--- src/rtl/programmable_delay_line_pkg.sv ---
// ---------------------------------------------------------------------------
// programmable_delay_line_pkg : shared FSM encoding and width helper
// Rev 1.0
// ---------------------------------------------------------------------------
`default_nettype none

package programmable_delay_line_pkg;

   typedef enum logic [0:0] {
      ST_FILL = 1'b0,
      ST_RUN  = 1'b1
   } pdl_state_e;

   // Width of a field able to hold every value 0..max_delay.
   function automatic int dly_width(input int max_delay);
      return $clog2(max_delay + 1);
   endfunction

endpackage

`default_nettype wire

--- src/rtl/pdl_ring_buffer.sv ---
// ---------------------------------------------------------------------------
// pdl_ring_buffer : circular storage with write and read pointers
// Rev 1.0
// ---------------------------------------------------------------------------
`default_nettype none

module pdl_ring_buffer #(
   parameter int WIDTH = 33,
   parameter int DEPTH = 32
) (
   input  logic             clk,
   input  logic             rst_n,
   input  logic             i_push,
   input  logic [WIDTH-1:0] i_wdata,
   input  logic             i_rd_adv,
   input  logic             i_rd_rebase,
   output logic [WIDTH-1:0] o_rd_data
);

   localparam int            AW   = (DEPTH > 1) ? $clog2(DEPTH) : 1;
   localparam logic [AW-1:0] LAST = AW'(DEPTH - 1);
   localparam logic [AW-1:0] STEP = AW'(1);

   logic [WIDTH-1:0] mem_q [DEPTH];
   logic [AW-1:0]    wr_ptr_q;
   logic [AW-1:0]    wr_ptr_d;
   logic [AW-1:0]    rd_ptr_q;
   logic [AW-1:0]    rd_ptr_d;

   function automatic logic [AW-1:0] ptr_inc(input logic [AW-1:0] p);
      return (p == LAST) ? '0 : p + STEP;
   endfunction

   always_comb begin
      wr_ptr_d = i_push ? ptr_inc(wr_ptr_q) : wr_ptr_q;
      rd_ptr_d = rd_ptr_q;
      if (i_rd_rebase) begin
         rd_ptr_d = wr_ptr_q;
      end else if (i_rd_adv) begin
         rd_ptr_d = ptr_inc(rd_ptr_q);
      end
   end

   // Look-ahead read of the slot the read pointer lands on; a slot being
   // written on this same edge is forwarded straight from the input.
   assign o_rd_data = (i_push && (rd_ptr_d == wr_ptr_q)) ? i_wdata : mem_q[rd_ptr_d];

   always_ff @(posedge clk) begin
      if (i_push) begin
         mem_q[wr_ptr_q] <= i_wdata;
      end
   end

   always_ff @(posedge clk) begin
      if (!rst_n) begin
         wr_ptr_q <= '0;
         rd_ptr_q <= '0;
      end else begin
         wr_ptr_q <= wr_ptr_d;
         rd_ptr_q <= rd_ptr_d;
      end
   end

endmodule

`default_nettype wire

--- src/rtl/programmable_delay_line.sv ---
// ---------------------------------------------------------------------------
// programmable_delay_line : enable-clocked delay line with runtime delay load
// Rev 1.0
// ---------------------------------------------------------------------------
`default_nettype none

module programmable_delay_line
   import programmable_delay_line_pkg::*;
#(
   parameter  int DATA_WIDTH  = 32,
   parameter  int MAX_DELAY   = 32,
   parameter  int RESET_DELAY = 32,
   localparam int DLY_W       = dly_width(MAX_DELAY)
) (
   input  logic                  clk,
   input  logic                  rst_n,
   input  logic                  i_en,
   input  logic                  i_valid,
   input  logic [DATA_WIDTH-1:0] i_data,
   input  logic                  i_delay_load,
   input  logic [DLY_W-1:0]      i_delay,
   output logic [DATA_WIDTH-1:0] o_data,
   output logic                  o_valid,
   output logic                  o_filling,
   output logic [DLY_W-1:0]      o_delay,
   output logic                  o_err
);

   localparam logic [DLY_W-1:0] MAX_D = DLY_W'(MAX_DELAY);
   localparam logic [DLY_W-1:0] RST_D = DLY_W'(RESET_DELAY);
   localparam logic [DLY_W-1:0] ONE   = DLY_W'(1);
   localparam int               RW    = DATA_WIDTH + 1;

   pdl_state_e            state_q;
   pdl_state_e            state_d;
   logic [DLY_W-1:0]      cnt_q;
   logic [DLY_W-1:0]      cnt_d;
   logic [DLY_W-1:0]      cnt_inc;
   logic [DLY_W-1:0]      delay_q;
   logic [DLY_W-1:0]      delay_d;
   logic                  err_q;
   logic                  err_d;
   logic                  vld_q;
   logic                  vld_d;
   logic [DATA_WIDTH-1:0] data_q;
   logic [DATA_WIDTH-1:0] data_d;
   logic                  load_ok;
   logic                  rd_adv;
   logic                  rd_rebase;
   logic [RW-1:0]         rd_word;

   assign load_ok = i_delay_load && (i_delay != '0) && (i_delay <= MAX_D);
   assign cnt_inc = cnt_q + ONE;

   pdl_ring_buffer #(
      .WIDTH (RW),
      .DEPTH (MAX_DELAY)
   ) u_ring (
      .clk         (clk),
      .rst_n       (rst_n),
      .i_push      (i_en & rst_n),
      .i_wdata     ({i_valid, i_data}),
      .i_rd_adv    (rd_adv),
      .i_rd_rebase (rd_rebase),
      .o_rd_data   (rd_word)
   );

   // The read pointer parks on the first fill sample while filling and only
   // starts trailing the writer once the line is full.
   always_comb begin
      state_d   = state_q;
      cnt_d     = cnt_q;
      delay_d   = delay_q;
      err_d     = err_q | (i_delay_load & ~load_ok);
      data_d    = data_q;
      vld_d     = vld_q;
      rd_adv    = 1'b0;
      rd_rebase = 1'b0;

      if (load_ok) begin
         delay_d   = i_delay;
         rd_rebase = 1'b1;
         state_d   = ST_FILL;
         cnt_d     = '0;
         if (i_en) begin
            cnt_d = ONE;
            if (i_delay == ONE) begin
               state_d = ST_RUN;
            end
         end
      end else if (i_en) begin
         if (state_q == ST_FILL) begin
            cnt_d = cnt_inc;
            if (cnt_inc == delay_q) begin
               state_d = ST_RUN;
            end
         end else begin
            rd_adv = 1'b1;
         end
      end

      if (i_en) begin
         {vld_d, data_d} = rd_word;
      end
   end

   always_ff @(posedge clk) begin
      if (!rst_n) begin
         state_q <= ST_FILL;
         cnt_q   <= '0;
         delay_q <= RST_D;
         err_q   <= 1'b0;
         vld_q   <= 1'b0;
         data_q  <= '0;
      end else begin
         state_q <= state_d;
         cnt_q   <= cnt_d;
         delay_q <= delay_d;
         err_q   <= err_d;
         vld_q   <= vld_d;
         data_q  <= data_d;
      end
   end

   assign o_data    = data_q;
   assign o_valid   = vld_q & (state_q == ST_RUN);
   assign o_filling = (state_q == ST_FILL);
   assign o_delay   = delay_q;
   assign o_err     = err_q;

endmodule

`default_nettype wire

--- config.mk ---
export PLATFORM = sky130hd
export DESIGN_NAME = programmable_delay_line
export DESIGN_NICKNAME = d
export VERILOG_FILES = /design/src/rtl/programmable_delay_line_pkg.sv /design/src/rtl/pdl_ring_buffer.sv /design/src/rtl/programmable_delay_line.sv
export SDC_FILE = /design/constraint.sdc
export NUM_CORES = 1
export LEC_CHECK = 0
export ABC_AREA = 0
export CORE_ASPECT_RATIO = 0.7
export CORE_MARGIN = 2
export CORE_UTILIZATION = 60
export DETAILED_ROUTE_END_ITERATION = 8
export MAX_ROUTING_LAYER = met4
export PLACE_DENSITY = 0.89
export RECOVER_POWER = 100
export SYNTH_ARGS = -nofsm -noshare
export SYNTH_HDL_FRONTEND = slang
export SYNTH_HIERARCHICAL = 1
export SYNTH_SLANG_ARGS = --single-unit
--- constraint.sdc ---
create_clock -name clk -period 10.72 [get_ports clk]
set_input_delay 2.144 -clock clk [delete_from_list [all_inputs] [get_ports clk]]
set_output_delay 2.144 -clock clk [all_outputs]
set_load 0.05 [all_outputs]
== Word level (Yosys, flattened, before mapping) ==
Memory sizes are Yosys's and may differ from the RTL's. A register that Yosys moved wholly into a read port is not among the register bits.
Cells that the tools add are included.
Word-level totals
  register bits: 24
  memory bits (writable): 1056
  input bits: 43
  output and inout bits: 41
  word-level logic and storage cells: 48
  memories kept: 1
Memory list
  u_ring.mem_q: words 32, bits a word 33, rd ports 1, clocked after memory_dff 1, wr ports 1, RTL line pdl_ring_buffer.sv:24  | logic [WIDTH-1:0] mem_q [DEPTH];
Cells by class
  $add $sub $neg: 3
  order comparisons: 1
  equality and inequality tests: 5
  mux-type cells: 20
  bitwise operators: 6
  reductions and logical operators: 6
Operators with widths (number)
  5-bit two-way mux: 4
  6-bit two-way mux: 3
  1-bit two-way mux: 13
  5-bit by 1-bit adder with 5-bit output, second input constant: 2
  5-bit == test, second input constant: 2
  6-bit by 1-bit adder with 6-bit output, second input constant: 1
  6-bit by 1-bit == test with 1-bit output, second input constant: 1
  6-bit == test: 1
  6-bit less-or-equal comparator, second input constant: 1
  6-bit nonzero test: 1
  1-bit AND: 3
  1-bit logical AND: 2
  2-bit by 1-bit inequality test with 1-bit output, second input constant: 1
  1-bit inverter: 2
  2-bit AND reduction: 1
  2-bit nonzero test: 1
  1-bit zero test: 1
  1-bit bitwise OR: 1

== Depth between registers and ports, before layout ==
  depth after elaboration: 6
  depth in mapped cells: 18
  mapped depth without buffers: 14

== Modules after synthesis ==
Netlist, hierarchy kept.
By module, submodules not included
  pdl_ring_buffer: instances 1, cells an instance 1842, area each 41118.2 um^2, sequential area each 31910.6 um^2
  programmable_delay_line: instances 1, cells an instance 201, area each 1921.8 um^2, sequential area each 940.9 um^2

== Worst setup path before layout ==
Ideal clock, no wire load.
  kind: input -> register
  start: input i_en
  end: memory u_ring.mem_q[3][0] (enable)
  library setup time: 0.506 ns
  data arrival time: 5.891 ns
  path slack: 4.323 ns
  cell stages on the path: 4
  path buffers: 1
  cell sequence: buf_2 and2_1 nand2_1 nor4_1
Between the ends
  word-level cells in the longest chain between the ends: 3
Ends and longest elaborated chain
  start, declared: RTL line programmable_delay_line.sv:17  | input logic i_en,
  1-bit AND: RTL line programmable_delay_line.sv:61  | .i_push (i_en & rst_n),
  1-bit two-way mux: RTL line pdl_ring_buffer.sv:49  | if (i_push) begin
  1-bit two-way mux (not written as such): RTL line pdl_ring_buffer.sv:50  | mem_q[wr_ptr_q] <= i_wdata;
  end, declared: RTL line pdl_ring_buffer.sv:24
Every way passes these cells.

== Final worst setup path ==
  start: input i_delay[1]
  end: register data_q[30], in the netlist o_data[30] (read register of u_ring.mem_q)
Between the ends
  word-level cells in the longest chain between the ends: 6
  elaborated cells on any way between the ends: 8
  classes of those cells: 1 x order compare; 4 x mux; 3 x reduce/logical
Ends and longest elaborated chain
  start, declared: RTL line programmable_delay_line.sv:21  | input logic [DLY_W-1:0] i_delay,
  parallel branches: the longest is 2 deep, another holds 6-bit less-or-equal comparator
  1-bit logical AND (*): RTL line programmable_delay_line.sv:52  | assign load_ok = i_delay_load && (i_delay != '0) && (i_delay <= MAX_D);
  named net load_ok: RTL line programmable_delay_line.sv:47  | logic load_ok;
  1-bit two-way mux (*): RTL line programmable_delay_line.sv:80  | if (load_ok) begin
  named net rd_adv: RTL line programmable_delay_line.sv:48  | logic rd_adv;
  5-bit two-way mux (*): RTL line pdl_ring_buffer.sv:39  | end else if (i_rd_adv) begin
  5-bit two-way mux (*): RTL line pdl_ring_buffer.sv:37  | if (i_rd_rebase) begin
  end, declared: RTL line programmable_delay_line.sv:45  | logic [DATA_WIDTH-1:0] data_q;
Mark *: on every way through the listed nets, which the timed path passes.
A chain may end at the register's enable or synchronous reset.

==> impl_metrics.tcl <==
set metrics [dict create \
    vias_per_cell 7.17 \
    failed_checks "capacitance limit, slew limit" \
    firstDrtPassIters 6 \
    grt_max_degree 118 \
    antenna_found_initial 5 \
    synth_top_cell_by_area "edfxtp_1" \
    die_h_um 228 \
    cts_buffer_depth 3 \
    ys_ff_latch 1113 \
    post-route-period-util_pct 82.6 \
    overflow 0 \
    critPathCaptureType "flip-flop" \
    rr_endpoint "u_ring/mem_q[29][6]" \
    ios 84 \
    yosysUniqueCellTypes 64 \
    synthTopCellsByArea "edfxtp_1, mux4_2, dfxtp_1" \
    cts-hold-fix-buffers 0 \
    finalCoreUtilization_pct 67.0 \
    wl_per_cell_um 34.8 \
    drv_slew 1011 \
    fmax_mhz 113 \
    finalSetupViolCount 0 \
    reg2reg_depth 4 \
    cp-start-kind "primary input" \
    regArea_um2 32900 \
    start_util_pct 60.4 \
    hold_viol 0 \
    required_ns 11.30 \
    grt_setup_unrepaired "no" \
    remaining_drc_errors 0 \
    final.setup.tns_ns 0 \
    powerDensity_nw_per_um2 186 \
    synth_top_flop_cell "edfxtp_1" \
    ys_seq_area_share_pct 76.3 \
    relSlewSlack_pct -170 \
    hold_depth 2 \
    crit_path_frequent_cell "nor2_1" \
    crit_arrival_ns 9.43 \
    clock-sinks 1113 \
    finalClockSkew_ns 0.0263 \
    fin_crit_ns 8.85 \
    hpwl_mm 57.8 \
    path_cells "dlygate4sd3_1, or4_1, o31a_1, nand2_1, clkinvlp_2, nor2_1, mux2_1, mux2_2, buf_4, and3_2, a22o_1, a221oi_1, a41oi_1, mux2i_1, nor2_1" \
    clkSlewWorstSetupHoldPaths_ns 0.06 \
    max_stage_delay_ns 1.12 \
    nets 2218 \
    cp_slowest_cell "and3_2" \
    r2r_setup_slack_ns 5.57 \
    antenna_left 0 \
    yosys-top-cells-count "edfxtp_1, mux4_2, nor2_1, dfxtp_1, clkbuf_1" \
    grt_pass1_wl_mm 161 \
    crit_buf_inv 3 \
    min_path_type "flip-flop to flip-flop" \
    fillers 4166 \
    total_power_w 0.00889 \
    dr.first_iter.drc_count 4160 \
    place_congestion 0.930 \
    worst_pin_slew_ns 4.06 \
    vias 23100 \
    vdd.ir_drop.worst_v 0.000169 \
    postSynthAreaPerCell_um2 21.1 \
    cts.repair.resized 0 \
    clkLatencyLatePin_ns 0.66 \
    yosys_warnings 6 \
    port_buffers 83 \
    r2r-start "u_ring/wr_ptr_q[0]" \
    drv_cap 41 \
    synth_nets 2094 \
    pre_cts_ws_ns 2.69 \
    async_reset_ff_share_pct 0 \
    grt_usage_pct 31.8 \
    holdWs_ns 0.469 \
    p_leak_nw 15.1 \
    synth_edf_count 1056 \
    yosys.area.top_type_share_pct 73.7 \
    syn_inst 2043 \
    fp.dieW_um 324 \
    path_class "primary input to flip-flop" \
    setup_slack_ns 1.87 \
    synthMostInstantiatedCell "edfxtp_1" \
    synthesis.area_um2 43000 \
    drive_above_1_share_pct 19.8 \
    rows 82 \
    multi_input_area_um2 9480 \
    status "finished, violations left" \
    cts_setup_buffers 0 \
    wl_mm 112 \
    critPathTopFamily "simple AND/OR/NAND/NOR gates" \
    die_area_um2 73900 \
    worst_hold_startpoint "o_err" \
    worstHoldEndpoint "o_err" \
    area_growth_pct 11.1 \
    cts_tree "done" \
    grt_pass1_vias 23100 \
    core_um2 71300 \
    worstPathMaxFanout 43 \
    cts_root_buf "clkbuf_16" \
    numCtsBuffers 93 \
    cts-htree-levels 3 \
]
## worst max-delay path by stage
stage               depth (start not counted)                  to        from  slack [ns]
finish                                     15          o_data[30]  i_delay[1]        1.87
global route                               15          o_data[30]  i_delay[1]        1.60
CTS                                        15               vld_q  i_delay[1]        3.26
detailed placement                         15          o_data[21]  i_delay[1]        2.69
global placement                           15               vld_q  i_delay[1]        3.04
floorplan                                   4  u_ring/mem_q[3][0]        i_en        4.32
## per-layer routing
| metal | global-route usage (%) | up-vias | share of wire (%) |
|---|---|---|---|
| li1 | - | 8856 | - |
| met1 | 42.1 | 11700 | 33 |
| met2 | 47.6 | 2120 | 47 |
| met3 | 7.70 | 398 | 14 |
| met4 | 14.0 | 0 | 5.3 |
| met5 | - | - | 0 |
## cells in the final DEF, fill, tap and decap left out, types with 4 or more instances in the layout
| cell | count |
|---|---|
| mux2_2 | 4 |
| xnor2_1 | 7 |
| nor2_1 | 105 |
| clkinvlp_4 | 6 |
| a221oi_1 | 39 |
| clkbuf_1 | 66 |
| clkinv_2 | 21 |
| mux2i_1 | 38 |
| buf_4 | 15 |
| nor3_1 | 16 |
| a22oi_1 | 35 |
| o21ai_0 | 13 |
| inv_1 | 7 |
| nor2b_1 | 5 |
| dfxtp_1 | 57 |
| edfxtp_1 | 1056 |
| clkinv_1 | 10 |
| a21oi_1 | 22 |
| dlygate4sd3_1 | 75 |
| nand3_1 | 11 |
| clkbuf_8 | 12 |
| diode_2 | 5 |
| bufinv_16 | 6 |
| buf_12 | 4 |
| nand2_1 | 40 |
| nand2b_1 | 9 |
| a31oi_1 | 32 |
| a41oi_1 | 32 |
| clkdlybuf4s50_1 | 7 |
| mux4_2 | 257 |
| clkbuf_16 | 94 |
| ha_1 | 8 |
| xor2_1 | 7 |
| and3_1 | 35 |
| a22o_1 | 33 |
## area by class of cell
class	count	share of cell area [%]
flip-flops and latches	1113	68.7
well taps	966	2.53
repair buffers	147	2.48
diodes	5	0.0262
clock buffers	127	5.43
multi-input cells	802	19.8
inverters	10	0.0811
clock inverters	46	0.893
## per-stage QoR
| stage | instance area [um^2] | instances |
|---|---|---|
| floorplan | 43000 | 2043 |
| global placement | 45200 | 3038 |
| detailed placement | 45200 | 3038 |
| CTS | 48200 | 3211 |
| global route | 47800 | 3215 |
| finish | 47800 | 3216 |
## flip-flops by register name, indices dropped and copies added (netlist names)
register         flops
vld_q                1
u_ring/mem_q      1056
o_err                1
u_ring/rd_ptr_q      5
o_delay              6
state_q              1
cnt_q                6
u_ring/wr_ptr_q      5
o_data              32
## worst register-to-register path, cell delays in order (launching register included)
cell      delay [ns]
dfxtp_1         0.58
ha_1            0.22
nand2_1         0.28
nor2_1          1.72
clkbuf_1        1.90
## power breakdown
part / total [W] / switching, W / internal [W] / leakage (nW)
sequential: 0.00481 / 0.0000284 / 0.00478 / 9.97
combinational: 0.000690 / 0.000419 / 0.000271 / 3.63
clock: 0.00338 / 0.00153 / 0.00185 / 1.48
## kinds of logic after synthesis
kind of cell | count (synthesis) | share of synthesized area (%)
AND/OR/NAND/NOR | 252 | 2.84
flip-flops | 1113 | 76.3
AO/OA/AOI/OAI | 228 | 4.23
XOR/XNOR | 14 | 0.285
buffers and inverters | 128 | 1.63
multiplexers | 300 | 14.5
adder cells (fa/ha/maj) | 8 | 0.233
No activity file was read; power rests on OpenSTA's default activity.
